--- src/rtl/usbfs_pkt_tx.sv ---
// rtl/usbfs_pkt_tx.sv - Full-speed USB handshake/DATA packet transmitter with bit stuffing and NRZI
module usbfs_pkt_tx #(
  parameter int MAX_PKT = 8
) (
  input  logic                       i_clk_48MHz,
  input  logic                       i_rstn,
  input  logic                       i_start,
  input  logic [3:0]                 i_pid,
  input  logic [$clog2(MAX_PKT):0]   i_nBytes,
  output logic                       o_rdEn,
  output logic [$clog2(MAX_PKT)-1:0] o_rdIdx,
  input  logic [7:0]                 i_rdByte,
  output logic                       o_busy,
  output logic                       o_done,
  output logic                       o_oe,
  output logic                       o_dp,
  output logic                       o_dn
);
  localparam int IW = $clog2(MAX_PKT);
  localparam logic [IW:0] MAX_LEN = (IW+1)'(MAX_PKT);

  typedef enum logic [2:0] {
    S_IDLE, S_SYNC, S_PID, S_DATA, S_CRC, S_EOP
  } state_t;

  state_t        r_state, w_state;
  logic [1:0]    r_phase;
  logic [3:0]    r_cnt, w_cnt;
  logic [IW:0]   r_idx, w_idx, r_nbytes, w_nbytes, w_idx_inc;
  logic          r_is_data, w_is_data;
  logic [7:0]    r_shift, w_shift, r_hold;
  logic [15:0]   r_crc, w_crc;
  logic [2:0]    r_ones, w_ones;
  logic          r_line, w_line;
  logic          r_rd_d1;
  logic          r_rden, w_rden;
  logic [IW-1:0] r_rdidx, w_rdidx;
  logic          r_busy, w_busy, r_done, w_done;
  logic          r_oe, w_oe, r_dp, w_dp, r_dn, w_dn;
  logic          w_bit, w_send;

  assign w_idx_inc = r_idx + (IW+1)'(1);

  // Registers; reset returns the pads to an undriven J immediately
  always_ff @(posedge i_clk_48MHz or negedge i_rstn) begin
    if (!i_rstn) begin
      r_state   <= S_IDLE;
      r_phase   <= 2'd0;
      r_cnt     <= 4'd0;
      r_idx     <= '0;
      r_nbytes  <= '0;
      r_is_data <= 1'b0;
      r_shift   <= 8'd0;
      r_hold    <= 8'd0;
      r_crc     <= 16'd0;
      r_ones    <= 3'd0;
      r_line    <= 1'b1;
      r_rd_d1   <= 1'b0;
      r_rden    <= 1'b0;
      r_rdidx   <= '0;
      r_busy    <= 1'b0;
      r_done    <= 1'b0;
      r_oe      <= 1'b0;
      r_dp      <= 1'b1;
      r_dn      <= 1'b0;
    end else begin
      r_phase   <= r_phase + 2'd1;
      r_state   <= w_state;
      r_cnt     <= w_cnt;
      r_idx     <= w_idx;
      r_nbytes  <= w_nbytes;
      r_is_data <= w_is_data;
      r_shift   <= w_shift;
      r_crc     <= w_crc;
      r_ones    <= w_ones;
      r_line    <= w_line;
      r_rd_d1   <= r_rden;
      if (r_rd_d1) r_hold <= i_rdByte;
      r_rden    <= w_rden;
      r_rdidx   <= w_rdidx;
      r_busy    <= w_busy;
      r_done    <= w_done;
      r_oe      <= w_oe;
      r_dp      <= w_dp;
      r_dn      <= w_dn;
    end
  end

  // Next state: one bus-bit decision per phase-3 cycle; a pending stuff bit pre-empts the field
  always_comb begin
    w_state   = r_state;
    w_cnt     = r_cnt;
    w_idx     = r_idx;
    w_nbytes  = r_nbytes;
    w_is_data = r_is_data;
    w_shift   = r_shift;
    w_crc     = r_crc;
    w_ones    = r_ones;
    w_line    = r_line;
    w_rden    = 1'b0;
    w_rdidx   = r_rdidx;
    w_busy    = r_busy;
    w_done    = 1'b0;
    w_oe      = r_oe;
    w_dp      = r_dp;
    w_dn      = r_dn;
    w_bit     = 1'b0;
    w_send    = 1'b0;
    if (r_state == S_IDLE) begin
      w_oe = 1'b0;
      w_dp = 1'b1;
      w_dn = 1'b0;
      if (i_start) begin
        w_state   = S_SYNC;
        w_busy    = 1'b1;
        w_cnt     = 4'd0;
        w_idx     = '0;
        w_crc     = 16'hFFFF;
        w_ones    = 3'd0;
        w_line    = 1'b1;
        w_shift   = {~i_pid, i_pid};
        w_is_data = (i_pid[1:0] == 2'b11);
        if (i_pid[1:0] != 2'b11)   w_nbytes = '0;
        else if (i_nBytes > MAX_LEN) w_nbytes = MAX_LEN;
        else                       w_nbytes = i_nBytes;
      end
    end else if (r_phase == 2'd3) begin
      if (r_ones == 3'd6 && (r_state != S_EOP || r_cnt == 4'd0)) begin
        w_line = ~r_line;
        w_ones = 3'd0;
        w_oe   = 1'b1;
        w_dp   = ~r_line;
        w_dn   = r_line;
      end else begin
        case (r_state)
          S_SYNC: begin
            w_bit  = (r_cnt == 4'd7);
            w_send = 1'b1;
            if (r_cnt == 4'd7) begin
              w_state = S_PID;
              w_cnt   = 4'd0;
            end else w_cnt = r_cnt + 4'd1;
          end
          S_PID: begin
            w_bit   = r_shift[0];
            w_send  = 1'b1;
            w_shift = {1'b0, r_shift[7:1]};
            if (r_cnt == 4'd0 && r_nbytes != '0) begin
              w_rden  = 1'b1;
              w_rdidx = '0;
            end
            if (r_cnt == 4'd7) begin
              w_cnt   = 4'd0;
              w_idx   = '0;
              w_shift = r_hold;
              if (!r_is_data)          w_state = S_EOP;
              else if (r_nbytes == '0) w_state = S_CRC;
              else                     w_state = S_DATA;
            end else w_cnt = r_cnt + 4'd1;
          end
          S_DATA: begin
            w_bit   = r_shift[0];
            w_send  = 1'b1;
            w_shift = {1'b0, r_shift[7:1]};
            w_crc   = {r_crc[14:0], 1'b0} ^ ((r_shift[0] ^ r_crc[15]) ? 16'h8005 : 16'h0000);
            if (r_cnt == 4'd0 && w_idx_inc < r_nbytes) begin
              w_rden  = 1'b1;
              w_rdidx = w_idx_inc[IW-1:0];
            end
            if (r_cnt == 4'd7) begin
              w_cnt   = 4'd0;
              w_shift = r_hold;
              if (w_idx_inc == r_nbytes) w_state = S_CRC;
              else                       w_idx   = w_idx_inc;
            end else w_cnt = r_cnt + 4'd1;
          end
          S_CRC: begin
            w_bit  = ~r_crc[15];
            w_send = 1'b1;
            w_crc  = {r_crc[14:0], 1'b1};
            if (r_cnt == 4'd15) begin
              w_state = S_EOP;
              w_cnt   = 4'd0;
            end else w_cnt = r_cnt + 4'd1;
          end
          S_EOP: begin
            w_cnt = r_cnt + 4'd1;
            w_oe  = 1'b1;
            if (r_cnt == 4'd0 || r_cnt == 4'd1) begin
              w_dp = 1'b0;
              w_dn = 1'b0;
            end else if (r_cnt == 4'd2) begin
              w_dp = 1'b1;
              w_dn = 1'b0;
            end else begin
              w_state = S_IDLE;
              w_cnt   = 4'd0;
              w_oe    = 1'b0;
              w_dp    = 1'b1;
              w_dn    = 1'b0;
              w_busy  = 1'b0;
              w_done  = 1'b1;
            end
          end
          default: w_state = S_IDLE;
        endcase
        if (w_send) begin
          w_line = w_bit ? r_line : ~r_line;
          w_ones = w_bit ? r_ones + 3'd1 : 3'd0;
          w_oe   = 1'b1;
          w_dp   = w_bit ? r_line : ~r_line;
          w_dn   = w_bit ? ~r_line : r_line;
        end
      end
    end
  end

  assign o_rdEn  = r_rden;
  assign o_rdIdx = r_rdidx;
  assign o_busy  = r_busy;
  assign o_done  = r_done;
  assign o_oe    = r_oe;
  assign o_dp    = r_dp;
  assign o_dn    = r_dn;
endmodule

--- config.mk ---
export PLATFORM = sky130hd
export DESIGN_NAME = usbfs_pkt_tx
export DESIGN_NICKNAME = d
export VERILOG_FILES = /design/src/rtl/usbfs_pkt_tx.sv
export SDC_FILE = /design/constraint.sdc
export NUM_CORES = 1
export LEC_CHECK = 0
export CORE_ASPECT_RATIO = 1.1
export CORE_MARGIN = 4
export CORE_UTILIZATION = 45
export CTS_CLUSTER_SIZE = 16
export DETAILED_ROUTE_END_ITERATION = 16
export PLACE_DENSITY = 0.65
export SLEW_MARGIN = 15
export SYNTH_ARGS = -nofsm -noshare
export SYNTH_HDL_FRONTEND = slang
export SYNTH_SLANG_ARGS = --single-unit
--- constraint.sdc ---
create_clock -name i_clk_48MHz -period 3.25 [get_ports i_clk_48MHz]
set_clock_uncertainty 0.15 [all_clocks]
set_input_delay 0.65 -clock i_clk_48MHz [delete_from_list [all_inputs] [get_ports i_clk_48MHz]]
set_output_delay 0.65 -clock i_clk_48MHz [all_outputs]
set_load 0.03 [all_outputs]
==> flow_summary.ini <==
[global_routing]
grt_overflow = 0
grt_use_total_pct = 17.04
grt_pass1_wl_mm = 11.76
grt_pass1_vias = 2507
grt_max_degree = 36
antenna_found_initial = 0

[timing]
tightest_slew_ns = 0.7044
fin_crit_sh_pct = 83.80
drv_slew = 0
finalSetupViolations = 0
relSlewSlack_pct = 53.04
fmax_ghz = 0.3672
rsz0062_at_grt = false
setup_tns_ns = 0
finalHoldViolations = 0
period_minus_slack_ns = 2.723

[placed_design]
io_buffers = 27
hpwlAfterDp_mm = 4.745
gp_congestion = 0.8183

[clock_tree]
clockBufferDepth = 2
clock_latency_ns = 0.36
cts_root_buffer = clkbuf_8
h-tree-depth = 3
clk_pin_slew_worst_paths_ns = 0.08
post_cts_resized = 0
cts_hold_buf = 0
cts_tree = yes
cts_buffers = 9
cts_sinks = 64
cts_post_setup_buffers_inserted = 0

[synth]
yosysUniqueCellTypes = 50
syn_nets = 373
synth-seq-area-share_pct = 48.71
syn-cell-area_um2 = 3293
syn_inst = 342
synth_edf_count = 0
async_reset_ff_share_pct = 100.0
yosysWarningCount = 0
synth_ff_type = dfrtp_1
synth-seq-cells = 64
postSynthAreaPerCell_um2 = 9.629

[detailed_routing]
vias = 2518
drtIter0Drc = 114
wl_per_cell_um = 14.64
via_per_inst = 5.462
detail-route-antenna-nets = 0
drc = 0
drt-pass1-iter-count = 4
drt-total-wl_mm = 6.751

[floorplanning]
rows = 32
core_um2 = 7087
fp.dieH_um = 97.72
dieArea_um2 = 8752
die_w_um = 89.57
io-pin-count = 28
start_util_pct = 46.47

[setup_path]
crit_fanout = 23
critical_path_arrival_ns = 2.87
cpLargestDelayFamily = simple AND/OR/NAND/NOR gates
reg2reg_slack_ns = 0.53
cpPeakStageDelay_ns = 0.80
cp_cell_sequence = nor2_1 > nand2_1 > a31oi_1 > or3_1 > a211oi_1 > a21o_1
crit_buf_inv = 0
crit_path_end_kind = flop
cp_data_required_time_ns = 3.40
path_class = flop to flop
critPathSlowestCell = dfrtp_1
start_kind = flop

[pwr]
peakVddDrop_mv = 0.4483
p_sw_uw = 1382
power.total_uw = 3365
switching_share_pct = 41.06
cellPowerDensity_nw_per_um2 = 870.7
comb_power_share_pct = 39.9
p_int_uw = 1984
p_clk_share_pct = 21.1
p_leak_uw = 0.001758
seqPwrFrac_pct = 39.0

[min_path]
worstHoldPathType = input port to asynchronous set/reset pin

[run_status]
status = completed

[cells_and_area]
drive_above_1_share_pct = 13.56
nNetsFinal = 402
syn2layout_area_growth_pct = 17.36
num_antenna_cells = 0
fill_cells = 641

[flow_run]
maxCapViolCount = 0
## synth_stat cells (all sizes together) (2+ instances only)
cell	instances	area (um^2)
clkbuf	8	30.03
nand2	29	111.4
nor2	45	168.9
or3	3	18.77
o21ai	24	120.1
nor3	12	71.32
and3	3	18.77
a31oi	5	31.28
nand3	11	55.05
nand4	3	18.77
dfrtp	62	1551
nor2b	4	25.02
nand3b	2	15.01
a22o	2	17.52
xor2	5	43.79
and2	2	12.51
a21oi	19	95.09
a211oi	3	22.52
inv	21	78.83
o31ai	4	30.03
buf	10	58.80
a21o	6	45.04
ha	12	150.1
o41ai	3	26.28
mux2	16	180.2
dfstp	2	52.55
mux2i	9	90.09
## state kept, by name (all words and copies together) (netlist names), 2 cells and up
name	count
r_idx	4
o_rdIdx	3
r_hold	8
r_cnt	4
r_state	3
r_crc	16
r_phase	2
r_nbytes	4
r_shift	8
r_ones	3
## routing by layer
layer / global-route usage, % / part of all wire [%] / vias up
met5: 0 / 0 / -
met1: 23.29 / 48 / 1218
met3: 3.817 / 3.2 / 12
met4: 8.477 / 2.4 / 0
li1: - / - / 1245
met2: 25.06 / 46 / 43
## layout make-up
| class | instances | area, um^2 | share of cell area (%) |
|---|---|---|---|
| inverters | 21 | 78.83 | 2.039 |
| repair buffers | 36 | 345.3 | 8.935 |
| multi-input cells | 239 | 1526 | 39.49 |
| clock inverters | 7 | 80.08 | 2.072 |
| flip-flops and latches | 64 | 1604 | 41.50 |
| well taps | 85 | 106.4 | 2.752 |
| clock buffers | 9 | 123.9 | 3.205 |
## power groups by stage
stage	Combinational (uW)	Clock (uW)	Sequential [uW]
5_1_grt	1520	767	1360
4_1_cts	1360	728	1310
3_3_place_gp	1310	0	1310
2_1_floorplan	1060	0	1240
6_report	1340	709	1310
3_5_place_dp	1340	0	1320
## final timing paths
path / cells after the start / from / endpoint
min in group i_clk_48MHz: 0 / o_rdEn$_DFF_PN0_ / r_rd_d1$_DFF_PN0_
worst min register to register: 0 / o_rdEn$_DFF_PN0_ / r_rd_d1$_DFF_PN0_
max in group asynchronous: 2 / i_rstn / o_dp$_DFFE_PN1P_
worst max register to register: 6 / r_state[0]$_DFFE_PN0P_ / r_state[0]$_DFFE_PN0P_
worst max-delay path: 6 / r_state[0]$_DFFE_PN0P_ / r_state[0]$_DFFE_PN0P_
worst min-delay path: 1 / i_rstn / r_nbytes[1]$_DFFE_PN0P_
## metrics by stage
stage | instance area, um^2 | cells | hold WS, ns | util (%) | setup slack [ns]
after CTS | 3865 | 461 | 0.1914 | 54.54 | 0.5644
final | 3865 | 461 | 0.1649 | 54.54 | 0.5267
after global routing | 3865 | 461 | 0.2204 | 54.54 | 0.2912
after floorplan | 3293 | 342 | 0.2044 | - | 0.7788
after detailed placement | 3661 | 445 | 0.2104 | 51.66 | 0.3392
after global placement | 3661 | 445 | 0.2108 | 51.66 | 0.3885
## cell usage in the layout, fill, tap and decap left out, types with 3 or more instances in the layout
cell type,synthesis,layout
nor2b_1,4,4
nand4_1,3,3
buf_4,2,8
mux2_2,16,16
nor3_1,11,10
o21ai_0,22,22
nand2_1,28,28
o31ai_1,4,4
clkbuf_8,0,9
a211oi_1,3,3
a21o_1,6,6
inv_1,21,21
ha_1,12,12
a31oi_1,5,5
clkdlybuf4s50_1,0,26
nand3_1,11,11
nor2_1,45,45
dfrtp_1,62,62
or3_1,3,3
mux2i_1,9,9
and3_1,3,3
o41ai_1,3,3
xor2_1,5,5
a21oi_1,19,19
## cell families after synthesis
group | after synthesis | synth area share, %
DFF | 64 | 48.71
and+or+nand+nor | 120 | 17.02
xor gates and xnor gates | 6 | 1.596
buffers and inverters | 39 | 5.091
AOI/OAI and AO/OA | 76 | 14.82
muxes | 25 | 8.207
adders and majority gates | 12 | 4.559
Power figures use the tool's default switching activity.
